File: src/rtl/safe_code_sender.sv
// -----------------------------------------------------------------------------
// safe_code_sender
//
// Upstream driver for the safe's byte-entry port.
//
// It takes a whole code word over a valid/ready handshake. It then sends that
// word MSB-first, one byte per cycle, on din/din_valid. GAP idle cycles can be
// placed between consecutive bytes. After the last byte it watches the safe's
// unlocked flag for up to TIMEOUT cycles. It then gives a one-cycle done pulse
// together with a pass/fail result on success.
//
// Parameters:
//   NBYTES  - bytes per code; the code is 8*NBYTES bits wide
//   GAP     - idle cycles between consecutive bytes (0 = back-to-back)
//   TIMEOUT - maximum number of WAIT cycles (>= 1)
//
// Ports:
//   clk        in   system clock; all state changes on the rising edge
//   reset      in   synchronous, active-high reset
//   code_in    in   code word; byte NBYTES-1 is sent first
//   code_valid in   code_in is valid
//   code_ready out  high only in IDLE; the block can accept a code
//   din        out  current code byte; 0 when din_valid is low
//   din_valid  out  din carries a byte this cycle
//   unlocked   in   unlock flag from the safe
//   done       out  one-cycle pulse when an attempt finishes
//   success    out  result of the last attempt; held until the next accept
// -----------------------------------------------------------------------------
module safe_code_sender #(
  parameter int NBYTES  = 4,
  parameter int GAP     = 0,
  parameter int TIMEOUT = 8
) (
  input  logic                clk,
  input  logic                reset,
  input  logic [8*NBYTES-1:0] code_in,
  input  logic                code_valid,
  output logic                code_ready,
  output logic [7:0]          din,
  output logic                din_valid,
  input  logic                unlocked,
  output logic                done,
  output logic                success
);

  localparam int W     = 8 * NBYTES;
  localparam int IDX_W = (NBYTES  > 1) ? $clog2(NBYTES)  : 1;
  localparam int GAP_W = (GAP     > 1) ? $clog2(GAP)     : 1;
  localparam int TO_W  = (TIMEOUT > 1) ? $clog2(TIMEOUT) : 1;

  localparam logic [IDX_W-1:0] IDX_LAST = IDX_W'(NBYTES - 1);
  localparam logic [GAP_W-1:0] GAP_LAST = GAP_W'((GAP > 0) ? GAP - 1 : 0);
  localparam logic [TO_W-1:0]  TO_LAST  = TO_W'(TIMEOUT - 1);

  typedef enum logic [2:0] {
    S_IDLE,
    S_SEND,
    S_GAP,
    S_WAIT,
    S_DONE
  } state_t;

  state_t           state_q;
  // The bytes still to be sent. The next one always sits in the top byte,
  // so each send takes a fixed slice and then shifts left by one byte.
  logic [W-1:0]     code_q;
  logic [IDX_W-1:0] idx_q;
  logic [GAP_W-1:0] gap_q;
  logic [TO_W-1:0]  to_q;
  // Remembers an unlock seen while the bytes were still going out. This
  // covers a safe that opens on the same cycle as the last byte.
  logic             hit_q;

  logic             code_ready_q;
  logic [7:0]       din_q;
  logic             din_valid_q;
  logic             done_q;
  logic             success_q;

  logic             unlock_seen;
  assign unlock_seen = hit_q | unlocked;

  always_ff @(posedge clk) begin
    if (reset) begin
      state_q      <= S_IDLE;
      code_q       <= '0;
      idx_q        <= '0;
      gap_q        <= '0;
      to_q         <= '0;
      hit_q        <= 1'b0;
      code_ready_q <= 1'b1;
      din_q        <= 8'h00;
      din_valid_q  <= 1'b0;
      done_q       <= 1'b0;
      success_q    <= 1'b0;
    end else begin
      done_q <= 1'b0;
      case (state_q)
        S_IDLE: begin
          if (code_valid && code_ready_q) begin
            // The first byte goes out in the cycle right after the handshake.
            din_q        <= code_in[W-1 -: 8];
            din_valid_q  <= 1'b1;
            code_q       <= code_in << 8;
            idx_q        <= '0;
            hit_q        <= 1'b0;
            success_q    <= 1'b0;
            code_ready_q <= 1'b0;
            state_q      <= S_SEND;
          end
        end

        S_SEND: begin
          if (unlocked) begin
            hit_q <= 1'b1;
          end
          if (idx_q == IDX_LAST) begin
            din_q       <= 8'h00;
            din_valid_q <= 1'b0;
            to_q        <= '0;
            state_q     <= S_WAIT;
          end else begin
            idx_q <= idx_q + IDX_W'(1);
            if (GAP > 0) begin
              din_q       <= 8'h00;
              din_valid_q <= 1'b0;
              gap_q       <= '0;
              state_q     <= S_GAP;
            end else begin
              din_q  <= code_q[W-1 -: 8];
              code_q <= code_q << 8;
            end
          end
        end

        S_GAP: begin
          if (unlocked) begin
            hit_q <= 1'b1;
          end
          if (gap_q == GAP_LAST) begin
            din_q       <= code_q[W-1 -: 8];
            din_valid_q <= 1'b1;
            code_q      <= code_q << 8;
            state_q     <= S_SEND;
          end else begin
            gap_q <= gap_q + GAP_W'(1);
          end
        end

        S_WAIT: begin
          // Leave on the first cycle that shows an unlock. Otherwise leave
          // after TIMEOUT cycles with a failed result.
          if (unlock_seen || (to_q == TO_LAST)) begin
            success_q <= unlock_seen;
            done_q    <= 1'b1;
            state_q   <= S_DONE;
          end else begin
            to_q <= to_q + TO_W'(1);
          end
        end

        S_DONE: begin
          code_ready_q <= 1'b1;
          state_q      <= S_IDLE;
        end

        default: begin
          code_ready_q <= 1'b1;
          din_q        <= 8'h00;
          din_valid_q  <= 1'b0;
          state_q      <= S_IDLE;
        end
      endcase
    end
  end

  assign code_ready = code_ready_q;
  assign din        = din_q;
  assign din_valid  = din_valid_q;
  assign done       = done_q;
  assign success    = success_q;

endmodule

File: config.mk
export PLATFORM = sky130hd
export DESIGN_NAME = safe_code_sender
export DESIGN_NICKNAME = d
export VERILOG_FILES = /design/src/rtl/safe_code_sender.sv
export SDC_FILE = /design/constraint.sdc
export NUM_CORES = 1
export LEC_CHECK = 0
export CORE_MARGIN = 5
export CORE_UTILIZATION = 51
export DETAILED_ROUTE_END_ITERATION = 10
export GPL_ROUTABILITY_DRIVEN = 0
export PLACE_DENSITY_LB_ADDON = 0.1
export SYNTH_ARGS = -nofsm -noshare
export SYNTH_HDL_FRONTEND = slang
export SYNTH_SLANG_ARGS = --single-unit
export TNS_END_PERCENT = 20
File: constraint.sdc
create_clock -name clk -period 1.73 [get_ports clk]
set_input_delay 0.346 -clock clk [delete_from_list [all_inputs] [get_ports clk]]
set_output_delay 0.346 -clock clk [all_outputs]
set_load 0.01 [all_outputs]
Word level (Yosys, flattened, before mapping)
Cells that the tools add are included.
{"block": "totals", "elab_cells": 83, "ff_bits": 54, "mem_bits_ro": 0, "output_inout_bits": 12, "in_bits": 36, "ramBits": 0, "n_memories": 0, "latchBits": 0}
{"block": "classes", "n_eq_ne": 13, "n_mux": 31, "bitwise_logic": 4, "div_mod_pow": 0, "multipliers": 0, "order_cmp": 0, "addsub": 3, "reduce_logical": 21, "shift": 0}
{"cell": "2-to-1 mux 32 bit", "count": 3}
{"cell": "case mux 32 bit (3 select lines)", "count": 1}
{"cell": "case mux 8 bit (4 select lines)", "count": 1}
{"cell": "2-to-1 mux 8 bit", "count": 3}
{"cell": "2-to-1 mux 3 bit", "count": 6}
{"cell": "AND reduction 3 bit", "count": 5}
{"cell": "inequality test 2 bit (second input constant)", "count": 6}
{"cell": "case mux 3 bit (4 select lines)", "count": 1}
{"cell": "AND reduction 4 bit", "count": 3}
{"cell": "2-to-1 mux 1 bit", "count": 8}
{"cell": "nonzero test 2 bit", "count": 4}
{"cell": "equality test 3 x 2 -> 1 bit (second input constant)", "count": 2}
{"cell": "equality test 3 bit (second input constant)", "count": 2}
{"cell": "case mux 1 bit (2 select lines)", "count": 3}
{"cell": "case mux 3 bit (2 select lines)", "count": 1}
{"cell": "OR reduction 2 bit", "count": 3}
{"cell": "2-to-1 mux 2 bit", "count": 2}
{"cell": "case mux 1 bit (4 select lines)", "count": 1}
{"cell": "case mux 2 bit (2 select lines)", "count": 1}
{"cell": "adder 3 x 1 -> 3 bit (second input constant)", "count": 1}
{"cell": "equality test 3 x 1 -> 1 bit (second input constant)", "count": 1}
{"cell": "zero test 3 bit", "count": 1}
{"cell": "NOT 1 bit", "count": 3}
{"cell": "nonzero test 3 bit", "count": 1}
{"cell": "other kinds (9)", "count": 9}

Logic depth before layout (Yosys ltp)
Gate-level depths: netlist (run 1).
{"block": "logic_depth", "word_depth": 4, "mapped_depth": 6}

Worst setup path after synthesis (run 1)
No wires, ideal clock.
{"block": "synth_path", "path_type": "register to register", "startpoint": "register to_q[0]", "endpoint": "register state_q[0]", "required_time_ps": 1627, "t_arrival_ps": 1433, "period_less_slack_ps": 1536, "stages_incl_launch_ff": 6, "path_slack_ps": 194, "n_path_buf": 0, "setup_time_ps": 103, "cell_sequence": "dfxtp_1 ha_1 ha_1 nor3_1 nor2_1 a2111oi_2"}
{"block": "synth_between", "elab_chain_cells": 4}
{"item": "start, declared", "line": "69", "rtl": "logic [TO_W-1:0] to_q;"}
{"item": "start signal, assigned", "line": "158", "rtl": "to_q <= to_q + TO_W'(1);"}
{"item": "equality test 3 bit", "line": "153", "rtl": "if (unlock_seen || (to_q == TO_LAST)) begin"}
{"item": "logical OR 1 bit", "line": "153"}
{"item": "inequality test 2 bit (no line)"}
{"item": "AND reduction 4 bit (no line)"}
{"item": "end signal, assigned", "line": "156", "rtl": "state_q <= S_DONE;"}
{"item": "end signal, assigned", "line": "164", "rtl": "state_q <= S_IDLE;"}
{"item": "end signal, assigned", "line": "171", "rtl": "state_q <= S_IDLE;"}
{"item": "end, declared", "line": "63", "rtl": "state_t state_q;"}
No other way between the ends.
A chain may end at the register's enable or synchronous reset.

Worst setup path after layout (run 1)
{"block": "layout_path", "startpoint": "register state_q[0]", "endpoint": "register code_q[31]"}
{"block": "layout_between", "elab_chain_cells": 3, "elab_cells_between_ends": 9, "classes_between": "eq/ne: 5; mux: 1; reduce/logical: 3"}
{"item": "start signal, assigned", "line": "85", "rtl": "state_q <= S_IDLE;"}
{"item": "start signal, assigned", "line": "109", "rtl": "state_q <= S_SEND;"}
{"item": "start signal, assigned", "line": "121", "rtl": "state_q <= S_WAIT;"}
{"item": "equality test 3 x 1 -> 1 bit (tied with other cells)", "line": "98", "rtl": "case (state_q)"}
{"item": "inequality test 2 bit (no line) / nonzero test 3 bit (equally long branches)"}
{"item": "AND reduction 4 bit (no line)"}
{"item": "end signal, assigned", "line": "104", "rtl": "code_q <= code_in << 8;"}
{"item": "end signal, assigned", "line": "131", "rtl": "code_q <= code_q << 8;"}
{"item": "end signal, assigned", "line": "143", "rtl": "code_q <= code_q << 8;"}
{"item": "end, declared", "line": "66", "rtl": "logic [W-1:0] code_q;"}
Several ways; a longest one is shown, not always the timed one.

==> PnR_summary.wiki, run 1 <==
{| class="wikitable"
! Metric !! Value
|-
| Run status || finished clean
|-
| Final core utilization || 68.2%
|-
| Cell count after placement || 335
|-
| Area of the placeable core || 0.00435 mm²
|-
| Headroom to the max-slew limit || 66.7%
|-
| Number of distinct library cells after synthesis || 45
|-
| Remaining Overflow, GRT || 0
|-
| Buffers inserted during post-CTS setup optimization || 0
|-
| Pwr per Cell Area || 789 mW/mm²
|-
| GR Util met2 || 28.9%
|-
| Highest ir drop seen on vdd || 558 µV
|-
| Overall via count from detail_route || 1972
|-
| Number of port buffers || 47
|-
| Worst-path clk slew || 100 ps
|-
| Estimated wirelength of the detail-placed design || 3.93 mm
|-
| Summed instance area of the synthesized netlist || 0.00229 mm²
|-
| Share of final-layout standard cells stronger than drive strength 1 || 16.8%
|-
| Critical path start-end classification || register to register
|-
| Crit path cell chain || nor3b_4 -> o21bai_4 -> o221a_2
|-
| Final antenna diode count || 0
|-
| Number of instances in the synthesized netlist || 235
|-
| Commonest cells after routing, fill and taps aside || sky130_fd_sc_hd__clkdlybuf4s50_1, sky130_fd_sc_hd__dfxtp_1, sky130_fd_sc_hd__buf_4
|-
| Clock tree root driver cell || sky130_fd_sc_hd__clkbuf_8
|-
| Height of the chip || 77.1 µm
|-
| Crit-path max FO || 16
|-
| Number of buffers on the longest clock path || 2
|-
| Floorplan die area || 0.00594 mm²
|-
| Mux cell area share after synthesis || 2.18%
|-
| Share of the clock period used by the worst path || 92.5%
|-
| Peak clock frequency supported by timing || 625 MHz
|-
| Layout Area Growth over Synthesis || 29.4%
|-
| # nets final || 329
|-
| # DRC || 0
|-
| Largest net degree at the start of global routing || 26
|-
| Proportion of synthesized flip-flops having asynchronous set or reset || 0%
|-
| Required time reported for the critical path endpoint || 1940 ps
|-
| Gate family responsible for the most delay along the worst path || flip-flops
|-
| DR WL/cell || 16.1 µm
|-
| Final Setup Violations || 0
|-
| Register area share after synthesis || 39.3%
|-
| Most frequent standard cell in the layout excluding fill and tap cells || sky130_fd_sc_hd__clkdlybuf4s50_1
|-
| Die X-Extent || 77.1 µm
|-
| Cts bufs inserted || 5
|-
| Non-filler instance count after layout || 343
|-
| Number of nets with antenna violations after routing || 0
|-
| CTS tree || built
|-
| Final count of pins violating max slew || 0
|-
| Number of global-route vias before repair || 1912
|-
| Final Skew || 12.0 ps
|-
| Largest stage delay on the critical path || 580 ps
|-
| Number of nets in the synthesized netlist || 274
|-
| Endpoint type of the worst setup path || register
|-
| Worst hold slack across all endpoints || 468 ps
|-
| Register bit total from synthesis || 45
|-
| Fraction of met3 tracks used by global routing || 4.33%
|-
| Syn_area_per_cell || 9.76 µm²
|-
| Setup Total Neg Slack || 0 ps
|-
| H-Tree Level Count || 2
|-
| DR vias/cell || 5.75
|-
| Clock insertion delay at the later pin of the skew report || 310 ps
|-
| Class of the tightest hold or removal check || register to register
|-
| Antenna violations before repair || 0
|-
| Fraction of the mapped netlist area in simple logic gates || 17.6%
|-
| RSZ-0062 raised after global routing || false
|-
| Time the final worst path needs with I/O delays and setup || 1600 ps
|-
| Fraction of the mapped netlist area in compound gates || 30.6%
|-
| Number of core rows || 24
|-
| Number of DRC violations after detailed-routing iteration 0 || 148
|-
| Total of max-cap violations || 0
|-
| Most crowded layer after global routing || met2
|-
| Number of top-level pins || 48
|-
| Starting utilization of the core area || 52.7%
|-
| Combined global-route utilization of all metal layers || 19.5%
|-
| Xor/xnor share of the synthesized area || 0%
|-
| Main combinational cell family by area after synthesis || compound AO/OA/AOI/OAI gates
|-
| Met1 capacity usage during global routing || 27.4%
|-
| Top FF cell, synth || sky130_fd_sc_hd__dfxtp_1
|-
| Actual transition at the worst max-transition pin || 500 ps
|-
| Total clock sinks || 45
|-
| Number of enable-type register cells in the synthesized netlist || 0
|-
| Post-synthesis adder-cell area fraction || 1.64%
|-
| Leak pwr || 1.16 nW
|-
| Critical path launch point type || register
|-
| Wire length of the first global-routing pass || 9.44 mm
|-
| Final wirelength || 5.51 mm
|-
| Total Power || 2.34 mW
|-
| Arrival time at the worst endpoint || 1810 ps
|-
| First-pass iteration count of the detailed router || 4
|-
| Synth warn || 0
|-
| Slowest cell on the critical path || sky130_fd_sc_hd__dfxtp_1
|-
| Final Hold Violating Endpoints || 0
|-
| Count of buffering cells on the critical path with inverters included || 0
|}
[stage by stage]
step / area, µm² / setup WS, ps
floorplan: 2290 / 194
global placement: 2870 / -55.3
detailed placement: 2870 / -64.8
CTS: 2970 / 50.9
global route: 2970 / 12.0
finish: 2970 / 130
[routing by layer]
| layer | wire (µm) | part of all wire [%] | up-vias |
|---|---|---|---|
| li1 | - | - | 1011 |
| met3 | 373 | 6.8 | 12 |
| met2 | 2520 | 46 | 60 |
| met1 | 2480 | 45 | 889 |
| met5 | 0 | 0 | - |
| met4 | 132 | 2.4 | 0 |
[state kept, by name, summed over array words and instances, names as in the netlist]
name / flops
success: 1
hit_q: 1
code_ready: 1
idx_q: 2
done: 1
code_q: 24
to_q: 3
din_valid: 1
state_q: 3
din: 8
[logic make-up (layout without fill, tap and decap cells)]
logic type	count (synthesis)	count (layout)
DFF	45	45
muxes	5	5
adders and majority gates	3	3
AOI/OAI and AO/OA	79	79
and+or+nand+nor	68	68
buffers and inverters	35	91
[Yosys cell counts, drive strengths merged (2+ instances only)]
master    n  area, µm²
a21boi    2       18.8
nor4      4       25.0
a211oi    2       20.0
a21o      2       15.0
nand2b   15       93.8
o2bb2ai   4       35.0
nor2     20       77.6
a32o      5       51.3
and2b     5       37.5
nand3b    4       30.0
mux2i     5       50.1
and3b     5       43.8
ha        3       37.5
clkbuf    6       22.5
a31oi    18        113
buf      15        126
nand2     7       28.8
dfxtp    45        901
a311o     4       40.0
a221oi    4       35.0
o31ai     3       22.5
a211o     3       26.3
o221a    16        180
nor3      3       15.0
o21ai     5       25.0
inv      14       52.6
o32ai     8       70.1
[where the power goes]
group	switching [mW]	internal, mW	total, mW
logic	0.204	0.273	0.478
registers	0.0637	1.12	1.18
clock network	0.393	0.295	0.687
[worst paths after layout]
check / endpoint / cells after the start / slack [ps] / from
worst min-delay path: din[6]$_SDFFE_PP0P_ / 1 / 470 / din[6]$_SDFFE_PP0P_
worst min register to register: din[6]$_SDFFE_PP0P_ / 1 / 470 / din[6]$_SDFFE_PP0P_
worst max-delay path: code_q[31]$_SDFFE_PP0P_ / 3 / 130 / state_q[0]$_SDFFE_PP0P_
worst max register to register: code_q[31]$_SDFFE_PP0P_ / 3 / 130 / state_q[0]$_SDFFE_PP0P_
[worst reg2reg max path: stages (launching register included)]
cell                       delay [ps]
sky130_fd_sc_hd__dfxtp_1          580
sky130_fd_sc_hd__nor3b_4          400
sky130_fd_sc_hd__o21bai_4         210
sky130_fd_sc_hd__o221a_2          310
[timing repair]
action | 4_1_cts | 5_1_grt
setup endpoints to repair | 0 | 18
gates resized for setup | 0 | 2
hold buffers | 0 | 0
[layout make-up]
class	instances	area [µm²]
Timing Repair Buffer	69	661
Clock inverter	3	26.3
Clock buffer	5	68.8
Inverter	14	52.6
Tap cell	52	65.1
Multi-Input combinational cell	155	1190
Fill cell	366	1380
Sequential cell	45	902
No activity file was read; power rests on OpenSTA's default activity.
==> run 2, diff against run 1 <==
--- a/config.mk
+++ b/config.mk
@@ -8,7 +8,6 @@
 export CORE_MARGIN = 5
 export CORE_UTILIZATION = 51
 export DETAILED_ROUTE_END_ITERATION = 10
-export GPL_ROUTABILITY_DRIVEN = 0
 export PLACE_DENSITY_LB_ADDON = 0.1
 export SYNTH_ARGS = -nofsm -noshare
 export SYNTH_HDL_FRONTEND = slang
==> results of run 2 <==
Final layout, timing and power as in run 1 (identical DEF).
==> run 3, diff against run 2 <==
--- a/config.mk
+++ b/config.mk
@@ -8,7 +8,7 @@
 export CORE_MARGIN = 5
 export CORE_UTILIZATION = 51
 export DETAILED_ROUTE_END_ITERATION = 10
-export PLACE_DENSITY_LB_ADDON = 0.1
+export PLACE_DENSITY = 0.8
 export SYNTH_ARGS = -nofsm -noshare
 export SYNTH_HDL_FRONTEND = slang
 export SYNTH_SLANG_ARGS = --single-unit
==> run 3 against run 2 <==
Against the previous run: sequential cell count did not move; cell count fell by 0.87%; fmax decreased by 0.30%; combinational power shrank 0.8%; utilization shrank 0.52 points; clock power rose by 3.8%; register-to-register slack about the same; die area stayed put; first-iteration DRC count grew 24%; critical path depth decreased by 2; via count up 3.1%; largest power group unchanged.
==> PnR_summary.wiki, run 3 (synthesized netlist as in run 1, its figures left out) <==
{| class="wikitable"
! Metric !! Value
|-
| Share of final-layout standard cells stronger than drive strength 1 || 16.0% (-0.87 points)
|-
| Actual transition at the worst max-transition pin || 432 ps (-67.8 ps)
|-
| Time the final worst path needs with I/O delays and setup || 1600 ps (+4.77 ps)
|-
| Crit path cell chain || clkdlybuf4s50_1
|-
| Clock tree root driver cell || sky130_fd_sc_hd__clkbuf_8
|-
| Number of nets with antenna violations after routing || 0 (unchanged)
|-
| Floorplan die area || 0.00594 mm² (unchanged)
|-
| Commonest cells after routing, fill and taps aside || sky130_fd_sc_hd__clkdlybuf4s50_1, sky130_fd_sc_hd__dfxtp_1, sky130_fd_sc_hd__nor2_1
|-
| Gpl congestion || 0.825
|-
| Count of buffering cells on the critical path with inverters included || 1 (+1)
|-
| Highest ir drop seen on vdd || 582 µV (+4.3%)
|-
| Leak pwr || 1.14 nW (-1.5%)
|-
| Number of global-route vias before repair || 1894 (-0.94%)
|-
| Gate family responsible for the most delay along the worst path || buffers and inverters
|-
| Layout Area Growth over Synthesis || 28.5%
|-
| Height of the chip || 77.1 µm (unchanged)
|-
| Endpoint type of the worst setup path || primary output
|-
| Net Sw Power || 676 µW (+2.3%)
|-
| Worst-path clk slew || 100 ps (about the same)
|-
| Final Skew || 8.94 ps (-3.07 ps)
|-
| DR WL/cell || 15.8 µm (-1.4%)
|-
| Number of DRC violations after detailed-routing iteration 0 || 184 (+24%)
|-
| Most frequent standard cell in the layout excluding fill and tap cells || sky130_fd_sc_hd__clkdlybuf4s50_1
|-
| H-Tree Level Count || 2 (unchanged)
|-
| Estimated wirelength of the detail-placed design || 3.88 mm (-1.3%)
|-
| Number of buffers on the longest clock path || 2 (unchanged)
|-
| Required time reported for the critical path endpoint || 1380 ps (-560 ps)
|-
| Total clock sinks || 45 (unchanged)
|-
| Number of hold-repair buffers added at the cts stage || 0 (unchanged)
|-
| Die X-Extent || 77.1 µm (unchanged)
|-
| Combined global-route utilization of all metal layers || 18.3% (-1.2 points)
|-
| DR vias/cell || 5.98 (+4.1%)
|-
| Final wirelength || 5.38 mm (-2.3%)
|-
| Class of the tightest hold or removal check || register to register
|-
| CTS tree || built
|-
| Final count of pins violating max slew || 0 (unchanged)
|-
| Clock insertion delay at the later pin of the skew report || 310 ps (about the same)
|-
| Slowest cell on the critical path || sky130_fd_sc_hd__clkdlybuf4s50_1
|-
| Antenna violations before repair || 0 (unchanged)
|-
| Headroom to the max-slew limit || 71.2% (+4.5 points)
|-
| Most flop-heavy register || code_q
|-
| RSZ-0062 raised after global routing || false
|-
| Largest net degree at the start of global routing || 32 (+23%)
|-
| Critical path start-end classification || register to primary output
|-
| Peak clock frequency supported by timing || 623 MHz (-0.30%)
|-
| Number of core rows || 24 (unchanged)
|-
| First-pass iteration count of the detailed router || 5 (+1)
|-
| Final design area excluding fillers || 0.00295 mm² (-0.76%)
|-
| Final Setup Violations || 0 (unchanged)
|-
| Final Hold Violating Endpoints || 0 (unchanged)
|-
| Arrival time at the worst endpoint || 1260 ps (-550 ps)
|-
| # DRC || 0 (unchanged)
|-
| Internal cell power || 1.69 mW (+0.22%)
|-
| Pwr per Cell Area || 802 mW/mm² (+1.6%)
|-
| Total of max-cap violations || 0 (unchanged)
|-
| Area of the placeable core || 0.00435 mm² (unchanged)
|-
| Worst hold slack across all endpoints || 468 ps (-0.131 ps)
|-
| Fill count || 348 (-4.9%)
|-
| Max FFs per register || 24 (unchanged)
|-
| Switching Fraction || 28.6% (+0.42 points)
|-
| Number of port buffers || 47 (unchanged)
|-
| # nets final || 326 (-0.91%)
|-
| Number of top-level pins || 48 (unchanged)
|-
| Portion of total power attributed to sequential cells || 49.8% (-0.5 points)
|-
| Part of the total power dissipated in the clock network || 30.1% (+0.8 points)
|-
| Critical path launch point type || register
|-
| Largest stage delay on the critical path || 550 ps (-30 ps)
|-
| Cts bufs inserted || 5 (unchanged)
|-
| Total Power || 2.36 mW (+0.81%)
|-
| Crit-path max FO || 7 (-9)
|-
| Starting utilization of the core area || 52.7% (unchanged)
|-
| Remaining Overflow, GRT || 0 (unchanged)
|-
| Setup Total Neg Slack || 0 ps (unchanged)
|-
| Run status || finished clean
|-
| Wire length of the first global-routing pass || 9.06 mm (-4.0%)
|-
| Share of the clock period used by the worst path || 92.7% (+0.28 points)
|-
| Cell Area, Placed || 0.00284 mm² (-1.2%)
|-
| Overall via count from detail_route || 2034 (+3.1%)
|-
| Proportion of power drawn by combinational gates || 20.1% (-0.3 points)
|-
| Final antenna diode count || 0 (unchanged)
|}
run 3: cell count changes in the layout (fill, tap and decap cells not counted):
cell	delta
sky130_fd_sc_hd__inv_6	+1
sky130_fd_sc_hd__buf_4	-2
sky130_fd_sc_hd__clkinv_4	-2
sky130_fd_sc_hd__a32o_4	+1
sky130_fd_sc_hd__inv_8	+1
sky130_fd_sc_hd__a32o_2	-1
sky130_fd_sc_hd__buf_12	-1
run 3: power by group through the flow:
stage,clock [mW],sequential [mW],combinational (mW)
final,0.713,1.18,0.474
after global routing,0.776,1.19,0.520
after CTS,0.723,1.18,0.470
after detailed placement,0,1.20,0.467
after global placement,0,1.20,0.459
after floorplan,0,1.19,0.285
run 3: per-stage QoR:
stage	setup slack [ps]	instances	util, %
after floorplan	194	235	-
after global placement	-59.7	332	65.1
after detailed placement	-64.4	332	65.1
after CTS	39.1	340	67.4
after global routing	43.2	340	67.7
final	126	340	67.7
run 3: final timing paths:
| path | startpoint | end | slack, ps | depth (start not counted) |
|---|---|---|---|---|
| min | din[6]$_SDFFE_PP0P_ | din[6]$_SDFFE_PP0P_ | 470 | 1 |
| min reg2reg | din[6]$_SDFFE_PP0P_ | din[6]$_SDFFE_PP0P_ | 470 | 1 |
| max reg2reg | state_q[2]$_SDFFE_PP0P_ | code_q[14]$_SDFFE_PP0P_ | 140 | 3 |
| max | code_ready$_SDFFE_PP1P_ | code_ready | 130 | 1 |
run 3: area by class of cell:
| class | count | area (µm²) | share of cell area, % |
|---|---|---|---|
| Timing Repair Buffer | 66 | 626 | 21.2 |
| Clock buffer | 5 | 68.8 | 2.33 |
| Inverter | 14 | 52.6 | 1.78 |
| Sequential cell | 45 | 902 | 30.6 |
| Clock inverter | 3 | 28.8 | 0.976 |
| Tap cell | 52 | 65.1 | 2.21 |
| Multi-Input combinational cell | 155 | 1200 | 40.9 |
run 3: what timing repair did:
action | CTS | global route
setup endpoints to repair | 0 | 12
gates resized for setup | 0 | 3
buffers inserted | 0 | 0
run 3: layer usage:
metal,global-route usage [%],vias up,part of all wire [%]
met2,28.8,53,48
met1,25.5,968,46
met5,0,-,0
met4,4.12,0,0.80
met3,4.22,6,4.8
li1,-,1007,-
